File: src/rtl/wb_pkg.sv
// Shared definitions for the Wishbone round-robin arbiter.
// State encodings, watchdog sizing and flattened-bus index helpers.
// Pure declarations; no logic, no latency, no flow control.
package wb_pkg;

  typedef enum logic [1:0] {
    ST_IDLE     = 2'd0,
    ST_REQUEST  = 2'd1,
    ST_WAIT_ACK = 2'd2,
    ST_RESPOND  = 2'd3
  } wb_state_t;

  // The watchdog is never narrower than a byte so small TIMEOUTs stay cheap to retune.
  localparam int WD_MIN_BITS = 8;

  // Low bit of master k's field inside a flattened per-master bus.
  function automatic int flat_lo(input int k, input int width);
    return k * width;
  endfunction

  // Counter width able to hold TIMEOUT.
  function automatic int wd_bits(input int timeout);
    int b;
    b = $clog2(timeout + 1);
    return (b < WD_MIN_BITS) ? WD_MIN_BITS : b;
  endfunction

  // Round-robin successor of idx among n requesters.
  function automatic int rr_next(input int idx, input int n);
    return (idx + 1 >= n) ? 0 : idx + 1;
  endfunction

endpackage

File: src/rtl/wb_arbiter_rr_pick.sv
// Round-robin priority encoder: first set request at or after prio, wrapping.
// Latency: purely combinational, zero cycles.
// Backpressure: none; valid is low when no request bit is set.
module rr_pick #(
  parameter int MASTERS = 2,
  parameter int IDX_W   = $clog2(MASTERS)
) (
  input  logic [MASTERS-1:0] req,
  input  logic [IDX_W-1:0]   prio,
  output logic               valid,
  output logic [IDX_W-1:0]   idx
);

  logic [2*MASTERS-1:0] w_dbl;
  logic [MASTERS-1:0]   w_rot;
  logic [IDX_W:0]       w_sum;

  // Doubling the vector turns the wrap-around search into a plain shift.
  assign w_dbl = {req, req};
  assign w_rot = MASTERS'(w_dbl >> prio);

  // Lowest set bit of the rotated vector is the nearest requester; map it back to an index.
  always_comb begin
    valid = 1'b0;
    w_sum = '0;
    for (int i = MASTERS - 1; i >= 0; i--) begin
      if (w_rot[i]) begin
        valid = 1'b1;
        w_sum = {1'b0, prio} + (IDX_W+1)'(i);
      end
    end
    if (w_sum >= (IDX_W+1)'(MASTERS)) begin
      w_sum = w_sum - (IDX_W+1)'(MASTERS);
    end
    idx = w_sum[IDX_W-1:0];
  end

endmodule

File: src/rtl/wb_arbiter.sv
// Round-robin arbiter sharing one pipelined Wishbone slave among MASTERS requesters.
// Latency: accept at cycle 0, slave strobe at 1, master ack at 3 minimum (ack arrives at 2).
// Backpressure: one transaction in flight; all masters stalled outside IDLE, watchdog aborts a silent slave.
module wb_arbiter
  import wb_pkg::*;
#(
  parameter int MASTERS   = 2,
  parameter int ADDR_BITS = 32,
  parameter int DATA_BITS = 32,
  parameter int TIMEOUT   = 255
) (
  input  logic                         i_wb_clk,
  input  logic                         i_wb_rst,
  input  logic [MASTERS-1:0]           i_m_stb,
  input  logic [MASTERS-1:0]           i_m_we,
  input  logic [MASTERS*ADDR_BITS-1:0] i_m_addr,
  input  logic [MASTERS*DATA_BITS-1:0] i_m_data,
  output logic [MASTERS-1:0]           o_m_stall,
  output logic [MASTERS-1:0]           o_m_ack,
  output logic [MASTERS-1:0]           o_m_err,
  output logic [DATA_BITS-1:0]         o_m_data,
  output logic                         o_s_stb,
  output logic                         o_s_we,
  output logic [ADDR_BITS-1:0]         o_s_addr,
  output logic [DATA_BITS-1:0]         o_s_data,
  input  logic                         i_s_stall,
  input  logic                         i_s_ack,
  input  logic [DATA_BITS-1:0]         i_s_data
);

  localparam int              IDX_W   = $clog2(MASTERS);
  localparam int              WD_W    = wd_bits(TIMEOUT);
  localparam logic [WD_W-1:0] WD_LAST = WD_W'(TIMEOUT - 1);

  wb_state_t            r_state;
  logic [IDX_W-1:0]     r_prio;
  logic [IDX_W-1:0]     r_owner;
  logic                 r_we;
  logic [ADDR_BITS-1:0] r_addr;
  logic [DATA_BITS-1:0] r_wdata;
  logic [DATA_BITS-1:0] r_rdata;
  logic                 r_stb;
  logic [MASTERS-1:0]   r_ack;
  logic [MASTERS-1:0]   r_err;
  logic [WD_W-1:0]      r_wdog;

  logic                 w_valid;
  logic [IDX_W-1:0]     w_idx;
  logic [IDX_W-1:0]     w_next_prio;
  logic                 w_sel_we;
  logic [ADDR_BITS-1:0] w_sel_addr;
  logic [DATA_BITS-1:0] w_sel_data;
  logic [MASTERS-1:0]   w_stall;
  logic [MASTERS-1:0]   w_owner_oh;
  logic                 w_take_ack;
  logic                 w_expire;
  logic [ADDR_BITS-1:0] w_addr_arr [MASTERS];
  logic [DATA_BITS-1:0] w_data_arr [MASTERS];

  rr_pick #(
    .MASTERS (MASTERS),
    .IDX_W   (IDX_W)
  ) u_pick (
    .req   (i_m_stb),
    .prio  (r_prio),
    .valid (w_valid),
    .idx   (w_idx)
  );

  for (genvar g = 0; g < MASTERS; g++) begin : g_split
    assign w_addr_arr[g] = i_m_addr[flat_lo(g, ADDR_BITS) +: ADDR_BITS];
    assign w_data_arr[g] = i_m_data[flat_lo(g, DATA_BITS) +: DATA_BITS];
  end

  // Steer the winner's request fields and decode the grant and owner one-hots.
  always_comb begin
    w_sel_we   = 1'b0;
    w_sel_addr = '0;
    w_sel_data = '0;
    w_stall    = '1;
    w_owner_oh = '0;
    for (int k = 0; k < MASTERS; k++) begin
      if (w_idx == IDX_W'(k)) begin
        w_sel_we   = i_m_we[k];
        w_sel_addr = w_addr_arr[k];
        w_sel_data = w_data_arr[k];
        if (r_state == ST_IDLE && w_valid) begin
          w_stall[k] = 1'b0;
        end
      end
      if (r_owner == IDX_W'(k)) begin
        w_owner_oh[k] = 1'b1;
      end
    end
  end

  // An ack counts only once the strobe has been accepted (or in the same accepting cycle).
  assign w_take_ack  = i_s_ack && ((r_state == ST_REQUEST && !i_s_stall) || r_state == ST_WAIT_ACK);
  assign w_expire    = (r_wdog == WD_LAST);
  assign w_next_prio = IDX_W'(rr_next(int'(r_owner), MASTERS));

  // Transaction sequencer: grant, drive the slave, collect the ack or abort on the watchdog.
  always_ff @(posedge i_wb_clk) begin
    if (i_wb_rst) begin
      r_state <= ST_IDLE;
      r_prio  <= '0;
      r_owner <= '0;
      r_we    <= 1'b0;
      r_addr  <= '0;
      r_wdata <= '0;
      r_rdata <= '0;
      r_stb   <= 1'b0;
      r_ack   <= '0;
      r_err   <= '0;
      r_wdog  <= '0;
    end else begin
      r_ack <= '0;
      r_err <= '0;
      case (r_state)
        ST_IDLE: begin
          if (w_valid) begin
            r_we    <= w_sel_we;
            r_addr  <= w_sel_addr;
            r_wdata <= w_sel_data;
            r_owner <= w_idx;
            r_wdog  <= '0;
            r_stb   <= 1'b1;
            r_state <= ST_REQUEST;
          end
        end
        ST_REQUEST, ST_WAIT_ACK: begin
          r_wdog <= r_wdog + WD_W'(1);
          if (w_take_ack) begin
            r_rdata <= i_s_data;
            r_ack   <= w_owner_oh;
            r_stb   <= 1'b0;
            r_state <= ST_RESPOND;
          end else if (w_expire) begin
            r_err   <= w_owner_oh;
            r_prio  <= w_next_prio;
            r_stb   <= 1'b0;
            r_state <= ST_IDLE;
          end else if (r_state == ST_REQUEST && !i_s_stall) begin
            r_stb   <= 1'b0;
            r_state <= ST_WAIT_ACK;
          end
        end
        ST_RESPOND: begin
          r_prio  <= w_next_prio;
          r_state <= ST_IDLE;
        end
        default: r_state <= ST_IDLE;
      endcase
    end
  end

  assign o_m_stall = w_stall;
  assign o_m_ack   = r_ack;
  assign o_m_err   = r_err;
  assign o_m_data  = r_rdata;
  assign o_s_stb   = r_stb;
  assign o_s_we    = r_we;
  assign o_s_addr  = r_addr;
  assign o_s_data  = r_wdata;

endmodule

File: config.mk
export PLATFORM = sky130hd
export DESIGN_NAME = wb_arbiter
export DESIGN_NICKNAME = d
export VERILOG_FILES = /design/src/rtl/wb_pkg.sv /design/src/rtl/wb_arbiter_rr_pick.sv /design/src/rtl/wb_arbiter.sv
export SDC_FILE = /design/constraint.sdc
export NUM_CORES = 1
export LEC_CHECK = 0
export CORE_AREA = 2 2 117 119
export DETAILED_ROUTE_END_ITERATION = 16
export DIE_AREA = 0 0 119 121
export DONT_BUFFER_PORTS = 1
export PLACE_DENSITY = 0.58
export RECOVER_POWER = 100
export SYNTH_ARGS = -nofsm -noshare
export SYNTH_HDL_FRONTEND = slang
export SYNTH_HIERARCHICAL = 1
export SYNTH_SLANG_ARGS = --single-unit
File: constraint.sdc
create_clock -name i_wb_clk -period 2.3 [get_ports i_wb_clk]
set_input_delay 0.23 -clock i_wb_clk [delete_from_list [all_inputs] [get_ports i_wb_clk]]
set_output_delay 0.23 -clock i_wb_clk [all_outputs]
set_load 0.05 [all_outputs]
==> reports/results.txt, run 1 <==
Status: completed
Clock Tree Root: clkbuf_16
First-pass GRT wire length: 18.46 mm
Final Instance Area: 0.005866 mm²
Vias/cell: 5.213
Crit path cell chain: inv_1 -> a21boi_4 -> buf_12 -> nand2b_1
Crit-path max cell delay: 500 ps
Critical path class: reg -> out
Critical path peak fanout: 67
Post-synth net total: 707
Die height: 121 µm
Sw power: 4.039 mW
CTS Buffer Depth: 2
Area contributors post-synth: dfxtp_1 47%, mux2i_1 13%, a211oi_1 10%
Clk_lat worst skew: 410 ps
Starting DRC count in detailed routing: 123
HP Class: in -> reg
Avg Inst Size Synth: 9.134 µm²
Starting Density: 37.21%
Area after DPL: 0.004918 mm²
Fin worst setup slack: 239.2 ps
Vias in the first global route: 3702
Lkg Pwr: 2.143 nW
Number of port buffers: 0
Hold Fails Final Rpt: 0
Rel. slew slack: 50.64%
Io pins: 272
Clk pwr share: 30.9%
R2R setup slack: 330 ps
Die area: 0.01440 mm²
Most frequent cell after synthesis: dfxtp_1
Largest area contributor in the netlist: dfxtp_1
Slew Viols, Final: 0
Startpoint Class: flop
Tot Pwr: 9.171 mW
Synthesis Warnings: 6
Dpl ws: 559.7 ps
Final WL: 12.24 mm
Gr ovfl total: 0
First-pass detailed-route iteration total: 5
Critical path capture point type: output pin
Sequential share of power: 49.2%
FF+latch count, synth: 114
Fmax: 485.2 MHz
Nets: 721
Worst Path Arrival: 1830 ps
Chip width: 119 µm
Slew @ Worst Pin: 740.4 ps
Core Rows: 42
Post-synthesis async set-or-reset flop share: 0%
P per Cell Area: 1563 mW/mm²
Post-layout min period: 2061 ps
Library cells used by synthesis: 35
Clk slew on worst S/H paths: 50 ps
Syn-to-layout area delta: 20.48%
GRT Overall Usage: 16.63%
Combinational share of power: 19.9%
TritonCTS Buffers: 17
Initial antenna violation count: 0
Number of gates resized after CTS: 0
Cts hold-fix bufs: 33
# diodes: 0
Clk sinks: 114
Core area: 0.01309 mm²
Routability cong.: 0.7718
Switching share of total power: 44.05%
Fin util: 44.83%
Skew final: 5.993 ps
DP Wirelength: 8.568 mm
Antenna-violating nets left: 0
WL per Instance: 16.63 µm
Top cell type's share of synthesized area: 46.88%
Top cells by count, synth: 114 x dfxtp_1, 78 x nor2_1, 69 x nand2_1, 65 x a211oi_1, 65 x mux2i_1
Internal power: 5.131 mW
Cells after Synth: 533
Maximum vdd drop: 0.6127 mV
Setup TNS: 0 ps
Register area share after synthesis: 46.88%
Via count: 3837
Post-synth EDFFs: 0
Layout cells sized above 1: 7.679%
Remaining DRCs: 0
Unrepaired setup endpoints after global routing: no
Largest net degree at the start of global routing: 102
Post-CTS setup buffers: 0
Post-Syn Area: 0.004868 mm²
Finish-stage setup viols: 0
Tcrit/Tclk final: 89.60%
Max_cap viols: 0
Critical path required time: 2070 ps
Slowest cell on crit path: nand2b_1
Post-synth top flop: dfxtp_1
TritonCTS clock tree: yes
H-tree levels: 4
[kinds of logic (layout without fill, tap and decap cells)]
| family | Yosys count | count (layout) | share of synthesized area [%] |
|---|---|---|---|
| compound gates | 117 | 117 | 16.29 |
| xor+xnor | 5 | 5 | 0.8995 |
| fa+ha+maj | 6 | 6 | 1.542 |
| buf+inv | 53 | 80 | 5.988 |
| flops | 114 | 114 | 46.88 |
| mux | 66 | 66 | 13.60 |
| simple gates | 172 | 172 | 14.80 |
[worst max-delay path: cells and delay by family, from the launching register on]
family | cells | cell delay, ps
compound gates | 1 | 170
simple gates | 1 | 500
flops | 1 | 320
buf+inv | 2 | 410
[state kept, by name (all words and copies together) (netlist names)]
signal,count
o_m_err,2
o_m_ack,2
r_owner,1
o_s_data,32
r_prio,1
o_s_stb,1
o_m_data,32
o_s_we,1
r_wdog,8
o_s_addr,32
r_state,2
[cells in the final DEF, fill, tap and decap left out, types with 5 or more instances in the layout]
cell	netlist	layout
dfxtp_1	114	114
nor2_1	78	78
nand2_1	69	69
mux2i_1	65	65
a211oi_1	65	65
a21oi_1	37	37
dlygate4sd3_1	0	32
clkbuf_16	0	17
inv_1	8	8
o21ai_0	6	6
ha_1	6	6
bufinv_16	0	5
clkbuf_1	9	5
[power groups by stage]
stage / logic, mW / clock network (mW) / registers, mW
final: 1.82 / 2.83 / 4.51
after global routing: 2.09 / 2.98 / 4.56
after CTS: 1.91 / 2.91 / 4.52
after detailed placement: 1.83 / 0 / 4.56
after global placement: 1.75 / 0 / 4.55
after floorplan: 1.64 / 0 / 4.40
[metrics by stage]
step / instances / hold slack (ps)
CTS: 736 / 14.95
global route: 736 / 35.57
detailed placement: 671 / 312.5
floorplan: 533 / 366.0
finish: 736 / 44.17
global placement: 671 / 309.8
[per-layer routing]
layer | global-route usage [%] | vias to the layer above | share of wire, %
li1 | - | 1885 | -
met1 | 18.76 | 1726 | 41
met2 | 26.40 | 210 | 48
met3 | 7.425 | 16 | 9.8
met4 | 8.929 | 0 | 1.9
met5 | 0 | - | 0
[cell type report]
class / instances / area, µm²
Fill cell: 1237 / 7219
Sequential cell: 114 / 2282
Timing Repair Buffer: 40 / 401.6
Clock buffer: 22 / 454.2
Inverter: 8 / 30.03
Tap cell: 176 / 220.2
Clock inverter: 10 / 181.4
Multi-Input combinational cell: 366 / 2296
[worst paths after layout]
kind	from	cells past startpoint	endpoint
min	i_wb_rst	2	r_state[1]
max	r_prio	4	o_m_stall[0]
max reg2reg	r_state[0]	6	o_m_data[28]
min reg2reg	r_wdog[6]	2	r_wdog[6]
Power figures use the tool's default switching activity.
==> inputs of run 2 (changes only) <==
Settings changed: CORE_AREA 2 2 117 119 to 5 5 120 122, DIE_AREA 0 0 119 121 to 0 0 125 127.
==> reports/results.txt, run 2 (synthesized netlist as in run 1, its figures left out) <==
Clock Tree Root: clkbuf_16 (unchanged)
Critical path peak fanout: 34 (was 67)
Starting DRC count in detailed routing: 101 (was 123)
Max_cap viols: 0 (unchanged)
Via count: 3820 (was 3837)
Slew Viols, Final: 0 (unchanged)
DP Wirelength: 9.682 mm (was 8.568 mm)
# diodes: 0 (unchanged)
Nets: 722 (was 721)
Remaining DRCs: 0 (unchanged)
Crit path cell chain: inv_1 -> ha_1 -> nor2b_1 -> o211ai_2 -> buf_4 -> nand2_1 -> a21oi_1 -> dlygate4sd3_1 (was inv_1 -> a21boi_4 -> buf_12 -> nand2b_1)
Tcrit/Tclk final: 93.11% (was 89.60%)
Core Rows: 42 (unchanged)
Hold Fails Final Rpt: 0 (unchanged)
Gr ovfl total: 0 (unchanged)
Rel. slew slack: 59.83% (was 50.64%)
Clk slew on worst S/H paths: 50 ps (about the same)
Grt met1 use: 17.41% (was 18.76%)
Lkg Pwr: 2.127 nW (was 2.143 nW)
Chip width: 125 µm (was 119 µm)
WL per Instance: 17.94 µm (was 16.63 µm)
RR Startpoint: r_state[1] (was r_state[0])
TritonCTS clock tree: yes (unchanged)
GRT Overall Usage: 16.26% (was 16.63%)
Critical path capture point type: flop (was output pin)
Critical path launch point: r_state[1] (was r_prio)
Die height: 127 µm (was 121 µm)
Commonest non-fill, non-tap cells in the layout: 114 x dfxtp_1, 78 x nor2_1, 69 x nand2_1 (unchanged)
Fin util: 44.42% (was 44.83%)
Vias/cell: 5.197 (was 5.213)
Post-layout min period: 2142 ps (was 2061 ps)
Levels on crit path: 8 (was 4)
Status: completed (unchanged)
Setup TNS: 0 ps (unchanged)
Critical path class: reg -> reg (was reg -> out)
Area after DPL: 0.004938 mm² (was 0.004918 mm²)
Post-CTS setup buffers: 0 (unchanged)
CP delay by family, top: buffers and inverters (was simple AND/OR/NAND/NOR gates)
R2R setup slack: 160 ps (was 330 ps)
Finish-stage setup viols: 0 (unchanged)
Layout cells sized above 1: 8.408% (was 7.679%)
Worst r2r path cells: 8 (was 6)
Global route hottest layer: met2 (unchanged)
Met3 usage: 7.304% (was 7.425%)
Clk_lat worst skew: 400 ps (was 410 ps)
Antenna-violating nets left: 0 (unchanged)
First-pass detailed-route iteration total: 4 (was 5)
Final Instance Area: 0.005812 mm² (was 0.005866 mm²)
Fmax: 466.9 MHz (was 485.2 MHz)
H-tree levels: 4 (unchanged)
Skew final: 9.011 ps (was 5.993 ps)
Syn-to-layout area delta: 19.38% (was 20.48%)
Clk sinks: 114 (unchanged)
Min Hold Slack: 35.41 ps (was 44.17 ps)
Startpoint Class: flop (unchanged)
Number of port buffers: 0 (unchanged)
Routability cong.: 0.8455 (was 0.7718)
Critical path required time: 2640 ps (was 2070 ps)
Starting Density: 37.21% (unchanged)
Core area: 0.01309 mm² (unchanged)
First-pass GRT wire length: 20.59 mm (was 18.46 mm)
P per Cell Area: 1522 mW/mm² (was 1563 mW/mm²)
Slew @ Worst Pin: 602.6 ps (was 740.4 ps)
Most common cell after layout, fill and taps aside: dfxtp_1 (unchanged)
Met2 GRT Util: 28.44% (was 26.40%)
Final WL: 13.19 mm (was 12.24 mm)
Io pins: 272 (unchanged)
Unrepaired setup endpoints after global routing: no (unchanged)
Worst Path Arrival: 2490 ps (was 1830 ps)
TritonCTS Buffers: 17 (unchanged)
Maximum vdd drop: 0.5980 mV (was 0.6127 mV)
CTS Buffer Depth: 2 (unchanged)
HP Class: in -> reg (unchanged)
Die area: 0.01588 mm² (was 0.01440 mm²)
CP bufs+invs: 3 (was 2)
Worst r2r dst: o_m_data[23] (was o_m_data[28])
Fill count: 1246 (was 1237)
Crit-path max cell delay: 560 ps (was 500 ps)
Vias in the first global route: 3857 (was 3702)
Initial antenna violation count: 0 (unchanged)
Largest net degree at the start of global routing: 102 (unchanged)
Setup crit end: o_m_data[23] (was o_m_stall[0])
Slowest cell on crit path: dlygate4sd3_1 (was nand2b_1)
-- run 2: what timing repair did --
action | CTS | global route
resized for setup | 0 | 2
endpoints found under the setup margin | 0 | 1
endpoints found under the hold margin | 101 | 0
hold buffers | 33 | 0
-- run 2: stage by stage --
step / setup slack (ps) / power, mW / cells
final: 158.4 / 8.846 / 735
after global routing: 2.927 / 9.333 / 735
after floorplan: 650.0 / 6.044 / 533
after detailed placement: 511.1 / 6.436 / 672
after global placement: 610.7 / 6.334 / 672
after CTS: 49.61 / 9.048 / 735
-- run 2: where the power goes --
part	internal, mW	switching, mW	leakage, nW
combinational	0.705	1.14	0.911
sequential	2.49	2.02	0.937
clock	1.62	0.870	0.280
total	4.82	4.02	2.13
-- run 2: how the worst min path moves through the flow --
stage | from | to | depth (start not counted)
6_report | i_wb_rst | r_state[1] | 2
4_1_cts | i_wb_rst | r_state[1] | 2
3_5_place_dp | i_wb_rst | o_m_data[18] | 1
5_1_grt | i_wb_rst | r_state[1] | 2
3_3_place_gp | i_wb_rst | o_m_data[25] | 1
2_1_floorplan | i_s_data[0] | o_m_data[0] | 2
-- run 2: cell type report --
class	count	area (µm²)	area share (%)
timing repair buffer	41	416.7	7.169
multi-input combinational	366	2296	39.50
tap	176	220.2	3.789
inverter	8	30.03	0.5167
clock inverter	11	113.9	1.959
clock buffer	19	452.9	7.793
sequential	114	2282	39.27
-- run 2: layer usage --
| layer | part of all wire [%] | wire [µm] |
|---|---|---|
| met5 | 0 | 0 |
| met3 | 9.8 | 1289 |
| met1 | 38 | 5005 |
| met4 | 1.4 | 189 |
| met2 | 51 | 6701 |
